==> config.mk <==
export PLATFORM = sky130hd
export DESIGN_NAME = key_repeat_array_flat
export DESIGN_NICKNAME = d
export VERILOG_FILES = /design/src/rtl/key_repeat_array_if.sv /design/src/rtl/key_repeat_array.sv /design/src/flat_wrapper.sv
export SDC_FILE = /design/constraint.sdc
export NUM_CORES = 1
export LEC_CHECK = 0
export ABC_AREA = 1
export CORE_ASPECT_RATIO = 1.4
export CORE_MARGIN = 2
export CORE_UTILIZATION = 57
export DETAILED_ROUTE_END_ITERATION = 12
export PLACE_DENSITY = 0.75
export SYNTH_ARGS = -nofsm -noshare
export SYNTH_HDL_FRONTEND = slang
export SYNTH_SLANG_ARGS = --single-unit
==> constraint.sdc <==
create_clock -name clk -period 1.9 [get_ports clk]
set_clock_uncertainty 0.1 [all_clocks]
set_input_delay 0.38 -clock clk [delete_from_list [all_inputs] [get_ports clk]]
set_output_delay 0.38 -clock clk [all_outputs]
set_load 0.1 [all_outputs]
==> src/rtl/key_repeat_array_if.sv <==
// Key conditioner bus: raw key pins in, debounced level and event pulses out.
// The conditioner itself sits on the slave modport; the pin/board side is master.
interface key_repeat_array_if #(
  parameter int CHANNELS = 4
);
  // Handshake: there is no valid/ready pair. key_in is sampled every cycle.
  // press and release_pulse are fire-and-forget strobes, high for exactly one
  // clk cycle, and the consumer must take them in that cycle (no backpressure).
  // level and repeating are plain registered levels.
  logic [CHANNELS-1:0]   key_in;
  logic [CHANNELS-1:0]   level;
  logic [CHANNELS-1:0]   press;
  logic [CHANNELS-1:0]   release_pulse; // 'release' is a reserved word in SV
  logic [CHANNELS-1:0]   repeating;
  logic [2*CHANNELS-1:0] fsm_state;     // per-channel FSM state, 2 bits each

  modport master (
    output key_in,
    input  level, press, release_pulse, repeating, fsm_state
  );

  modport slave (
    input  key_in,
    output level, press, release_pulse, repeating, fsm_state
  );
endinterface

==> src/rtl/key_repeat_array.sv <==
// key_repeat_array: per-channel 2-FF synchroniser, counter debounce, press/
// release pulses and (optionally) press-and-hold auto-repeat.
// Optional feature macro: KEY_AUTOREPEAT_EN. Defined -> IDLE/DELAY/REPEAT FSM
// with hold delay and repeat period; undefined -> one press per debounced rise,
// repeating tied low, HOLD_CYC/REPEAT_CYC only range-checked.
module key_repeat_array #(
  parameter int CHANNELS     = 4,
  parameter int ACTIVE_LOW   = 1,
  parameter int DEBOUNCE_CYC = 500_000,
  parameter int HOLD_CYC     = 25_000_000,
  parameter int REPEAT_CYC   = 5_000_000
) (
  input logic              clk,
  input logic              reset_n,
  key_repeat_array_if.slave kif
);

  localparam int DW = (DEBOUNCE_CYC > 1) ? $clog2(DEBOUNCE_CYC) : 1;
  localparam logic [DW-1:0] DEB_LAST = DW'(DEBOUNCE_CYC - 1);
  // Pin value of a released key; also the synchroniser reset value.
  localparam logic IDLE_PIN = (ACTIVE_LOW != 0);

`ifdef KEY_AUTOREPEAT_EN
  localparam int TMAX = (HOLD_CYC > REPEAT_CYC) ? HOLD_CYC : REPEAT_CYC;
  localparam int TW   = (TMAX > 1) ? $clog2(TMAX) : 1;
  localparam logic [TW-1:0] HOLD_LAST = TW'(HOLD_CYC - 1);
  localparam logic [TW-1:0] REP_LAST  = TW'(REPEAT_CYC - 1);

  typedef enum logic [1:0] {
    S_IDLE   = 2'd0,
    S_DELAY  = 2'd1,
    S_REPEAT = 2'd2
  } state_t;
`endif

  // Reject parameter values the timing below cannot honour.
  if (DEBOUNCE_CYC < 1 || HOLD_CYC < 2 || REPEAT_CYC < 2) begin : g_param_check
    $error("key_repeat_array: need DEBOUNCE_CYC>=1, HOLD_CYC>=2, REPEAT_CYC>=2");
  end

  for (genvar g = 0; g < CHANNELS; g++) begin : g_ch
    logic          sync1, sync2;
    logic          pressed;
    logic [DW-1:0] deb_cnt;
    logic          level_r, level_q;
    logic          rise, fall;
    logic          press_r, release_r, repeating_r;
    logic [1:0]    state_dbg;

    // Normalise polarity after the synchroniser: 1 = pressed from here on.
    assign pressed = sync2 ^ IDLE_PIN;
    assign rise    = level_r & ~level_q;
    assign fall    = ~level_r & level_q;

    // Synchronise, debounce, and register the release strobe one cycle after the fall.
    always_ff @(posedge clk or negedge reset_n) begin
      if (!reset_n) begin
        sync1     <= IDLE_PIN;
        sync2     <= IDLE_PIN;
        deb_cnt   <= '0;
        level_r   <= 1'b0;
        level_q   <= 1'b0;
        release_r <= 1'b0;
      end else begin
        sync1     <= kif.key_in[g];
        sync2     <= sync1;
        level_q   <= level_r;
        release_r <= fall;
        if (pressed == level_r) begin
          deb_cnt <= '0;
        end else if (deb_cnt == DEB_LAST) begin
          deb_cnt <= '0;
          level_r <= ~level_r;
        end else begin
          deb_cnt <= deb_cnt + 1'b1;
        end
      end
    end

`ifdef KEY_AUTOREPEAT_EN
    state_t        state;
    logic [TW-1:0] timer;

    // Hold/repeat FSM; a falling level always wins over a timer expiry.
    always_ff @(posedge clk or negedge reset_n) begin
      if (!reset_n) begin
        state       <= S_IDLE;
        timer       <= '0;
        press_r     <= 1'b0;
        repeating_r <= 1'b0;
      end else begin
        press_r <= 1'b0;
        case (state)
          S_IDLE: begin
            timer       <= '0;
            repeating_r <= 1'b0;
            if (rise) begin
              press_r <= 1'b1;
              state   <= S_DELAY;
            end
          end
          S_DELAY: begin
            if (!level_r) begin
              state <= S_IDLE;
              timer <= '0;
            end else if (timer == HOLD_LAST) begin
              press_r     <= 1'b1;
              timer       <= '0;
              state       <= S_REPEAT;
              repeating_r <= 1'b1;
            end else begin
              timer <= timer + 1'b1;
            end
          end
          S_REPEAT: begin
            if (!level_r) begin
              state       <= S_IDLE;
              timer       <= '0;
              repeating_r <= 1'b0;
            end else if (timer == REP_LAST) begin
              press_r <= 1'b1;
              timer   <= '0;
            end else begin
              timer <= timer + 1'b1;
            end
          end
          default: begin
            state       <= S_IDLE;
            timer       <= '0;
            repeating_r <= 1'b0;
          end
        endcase
      end
    end

    assign state_dbg = state;
`else
    // Without auto-repeat a press is simply the registered debounced rise.
    always_ff @(posedge clk or negedge reset_n) begin
      if (!reset_n) begin
        press_r <= 1'b0;
      end else begin
        press_r <= rise;
      end
    end

    assign repeating_r = 1'b0;
    assign state_dbg   = 2'b00;
`endif

    assign kif.level[g]             = level_r;
    assign kif.press[g]             = press_r;
    assign kif.release_pulse[g]     = release_r;
    assign kif.repeating[g]         = repeating_r;
    assign kif.fsm_state[2*g +: 2]  = state_dbg;
  end

endmodule

==> src/flat_wrapper.sv <==
// flat-port wrapper written by rule: the top's interface ports become plain ports
module key_repeat_array_flat 
#(
  parameter int CHANNELS     = 4,
  parameter int ACTIVE_LOW   = 1,
  parameter int DEBOUNCE_CYC = 500_000,
  parameter int HOLD_CYC     = 25_000_000,
  parameter int REPEAT_CYC   = 5_000_000
)
  (clk, reset_n, kif_key_in, kif_level, kif_press, kif_release_pulse, kif_repeating, kif_fsm_state);
  key_repeat_array_if #(.CHANNELS(CHANNELS)) kif_i ();
  input logic clk;
  input logic reset_n;
  input wire logic [$bits(kif_i.key_in)-1:0] kif_key_in;
  output wire logic [$bits(kif_i.level)-1:0] kif_level;
  output wire logic [$bits(kif_i.press)-1:0] kif_press;
  output wire logic [$bits(kif_i.release_pulse)-1:0] kif_release_pulse;
  output wire logic [$bits(kif_i.repeating)-1:0] kif_repeating;
  output wire logic [$bits(kif_i.fsm_state)-1:0] kif_fsm_state;
  assign kif_i.key_in = kif_key_in;
  assign kif_level = kif_i.level;
  assign kif_press = kif_i.press;
  assign kif_release_pulse = kif_i.release_pulse;
  assign kif_repeating = kif_i.repeating;
  assign kif_fsm_state = kif_i.fsm_state;
  key_repeat_array #(.CHANNELS(CHANNELS), .ACTIVE_LOW(ACTIVE_LOW), .DEBOUNCE_CYC(DEBOUNCE_CYC), .HOLD_CYC(HOLD_CYC), .REPEAT_CYC(REPEAT_CYC)) u_core (.clk(clk), .reset_n(reset_n), .kif(kif_i));
endmodule
==> metrics.md <==
| Metric | Value |
|---|---|
| Floorplan die area | 10400 um2 |
| Die height | 120 um |
| Via count of the first global-routing pass | 4283 |
| Mapped cell area | 5460 um2 |
| PostCTS Resize Cnt | 0 |
| # Max-Cap Violations | 0 |
| Async set or reset register ratio after synthesis | 100% |
| Post-layout worst setup margin | 0.308 ns |
| Leading cell types by total area after synthesis | dfrtp_1 (42%), nor2_1 (11%), nand2_1 (9.1%), inv_1 (5.4%), nand3_1 (4.7%) |
| Diode count | 0 |
| Clock transition at path regs | 0.06 ns |
| Max Slew Vio Count | 0 |
| Top FF cell, synth | dfrtp_1 |
| Nature of the critical path startpoint | flip-flop |
| Number of warnings issued by yosys | 0 |
| Total Power Consumption | 4.53 mW |
| Required time worst endpoint | 2.08 ns |
| Data arrival time of the critical path | 1.77 ns |
| Largest net degree at the start of global routing | 51 |
| IR drop worst, VDD | 0.498 mV |
| Worst-Skew Late Latency | 0.35 ns |
| Average cell area after synthesis | 7.81 um2 |
| Run status | completed |
| Dpl hpwl | 7530 um |
| Width of the die | 86.7 um |
| DRT Wirelength | 10400 um |
| Path type of the worst min-delay path | reg2reg |
| Post-Synthesis Cells | 699 |
| Clock tree from TritonCTS | built |
| Fin util | 65.1% |
| Number of DRC violations after detailed-routing iteration 0 | 151 |
| Share of cells above drive strength 1 | 13.5% |
| Worst-case clock buffer depth | 2 |
| Total power per unit cell area | 739 nW/um2 |
| Vias per cell | 5.08 |
| Net count reported at finish | 725 |
| Port-buffer cells | 17 |
| Final design area excluding fillers | 6120 um2 |
| Post-CTS Setup Inserts | 0 |
| RSZ-0062 raised after global routing | false |
| Cell with the most instances after synthesis | nor2_1 |
| GR Util All Layers | 21.8% |
| Total clock sinks | 100 |
| Remaining routing DRC violations | 0 |
| Wire length of the first global-routing pass | 18000 um |
| Top cell type's share of synthesized area | 42.2% |
| Final Hold Fails | 0 |
| Minimum hold slack | 0.255 ns |
| Number of storage elements in the synthesis netlist | 100 |
| Number of distinct library cell variants in the gate-level netlist after synthesis | 32 |
| Cell total after placement | 813 |
| P&R area growth vs syn | 12.2% |
| Post-detailed-route count of antenna-violating nets | 0 |
| Effective utilization at floorplan | 58.0% |
| Total of fill cells in the finished design | 766 |
| Number of cell rows | 42 |
| Total Neg Setup Slack | 0 ns |
| Antenna violations before repair | 0 |
| Number of buffers created by CTS | 9 |
| Category of the most critical setup path | reg2reg |
| # setup viols final | 0 |
| Crit share post-route | 83.8% |
| Static leakage | 2.74 nW |
| Category of the worst setup path capture point | flip-flop |
| Per-cell routed wire length | 12.5 um |
| Root cell of the clock tree | clkbuf_16 |
| Share of synthesized area occupied by flip-flops and latches | 46.0% |
| Min Clock Period, post-route | 1.59 ns |
| Crit-path max FO | 5 |
| Max Clock Freq | 0.628 GHz |
| Vias post-DR | 4217 |
| Post-synth EDFFs | 0 |
| Commonest cells post-synth | nor2_1 (166), nand2_1 (132), dfrtp_1 (92) |
| Global-route congestion overflow total | 0 |
| Placed inst area | 5770 um2 |
| Count of hold buffers inserted by post-cts repair | 1 |
| Cell type with the largest total area after synthesis | dfrtp_1 |
| Non-filler instance count after layout | 830 |
| Number of detailed-routing iterations run before antenna repair | 4 |
| Placeable core area | 9410 um2 |
| Total number of H-tree levels | 3 |
| GP Congestion | 0.895 |
| Worst slack at placement | 0.336 ns |
| I/O pin count | 30 |
-- per-layer routing --
layer  up-vias  track usage (%)  part of all wire [%]
met3        23             4.13                   3.2
met1      1991             25.7                    43
li1       2140                -                     -
met2        63             37.3                    51
met4         0             11.1                   2.6
met5         -                0                     0
-- flip-flops by register name (all words and copies together) (netlist names) --
register	count
u_core.g_ch.deb_cnt	76
u_core.g_ch.sync2	4
u_core.g_ch.release_r	4
u_core.g_ch.level_q	4
u_core.g_ch.sync1	4
u_core.g_ch.press_r	4
u_core.g_ch.level_r	4
-- kinds of logic after synthesis --
family / count (synthesis) / synth area share, %
simple gates: 417 / 34.5
buf+inv: 113 / 9.53
flops: 100 / 46.0
xor+xnor: 40 / 6.56
compound gates: 24 / 2.41
fa+ha+maj: 4 / 0.917
other cells: 1 / 0.0687
-- path summary, 6_finish.rpt --
path,slack (ns),end,start,depth (start not counted)
worst min-delay path,0.26,u_core.g_ch[1].sync2,u_core.g_ch[1].sync1,0
min in group asynchronous,0.38,u_core.g_ch[3].deb_cnt[12],reset_n,2
worst max-delay path,0.31,u_core.g_ch[1].deb_cnt[0],u_core.g_ch[1].deb_cnt[0],8
worst max register to register,0.31,u_core.g_ch[1].deb_cnt[0],u_core.g_ch[1].deb_cnt[0],8
worst min register to register,0.26,u_core.g_ch[1].sync2,u_core.g_ch[1].sync1,0
max in group asynchronous,0.68,u_core.g_ch[1].sync1,reset_n,3
-- layout make-up --
| class | instances | area (um2) | share of cell area, % |
|---|---|---|---|
| flip-flops and latches | 100 | 2510 | 41.0 |
| clock buffers | 11 | 243 | 3.96 |
| repair buffers | 23 | 348 | 5.68 |
| multi-input cells | 497 | 2470 | 40.3 |
| clock inverters | 5 | 100 | 1.63 |
| inverters | 84 | 315 | 5.15 |
| well taps | 110 | 138 | 2.25 |
-- critical path: stages (launching register included) --
cell and delay, ns:
dfrtp_1 0.41, ha_1 0.22, nand2_1 0.12, inv_1 0.08
nand2_1 0.10, nor2_1 0.08, a21oi_2 0.21, inv_2 0.10
nor2_1 0.11
-- power by group --
group / internal (mW) / leakage [nW] / total [mW] / switching (mW)
clock: 1.32 / 0.169 / 2.10 / 0.779
sequential: 2.16 / 1.36 / 2.18 / 0.0198
combinational: 0.0452 / 1.21 / 0.244 / 0.199
total: 3.53 / 2.74 / 4.53 / 0.998
-- layout by cell type, fill, tap and decap left out, drive strengths merged, types with 3 or more instances in the layout --
cell	n
dfrtp	92
buf	18
dfstp	8
nand2	148
a21oi	13
nand3	54
bufinv	3
clkbuf	11
nor2	196
conb	12
o21ai	8
clkdlybuf4s50	4
inv	84
ha	4
nor3	4
xnor2	17
xor2	23
nand4	6
nor3b	5
Note: power is estimated with default switching activity, not from simulation.
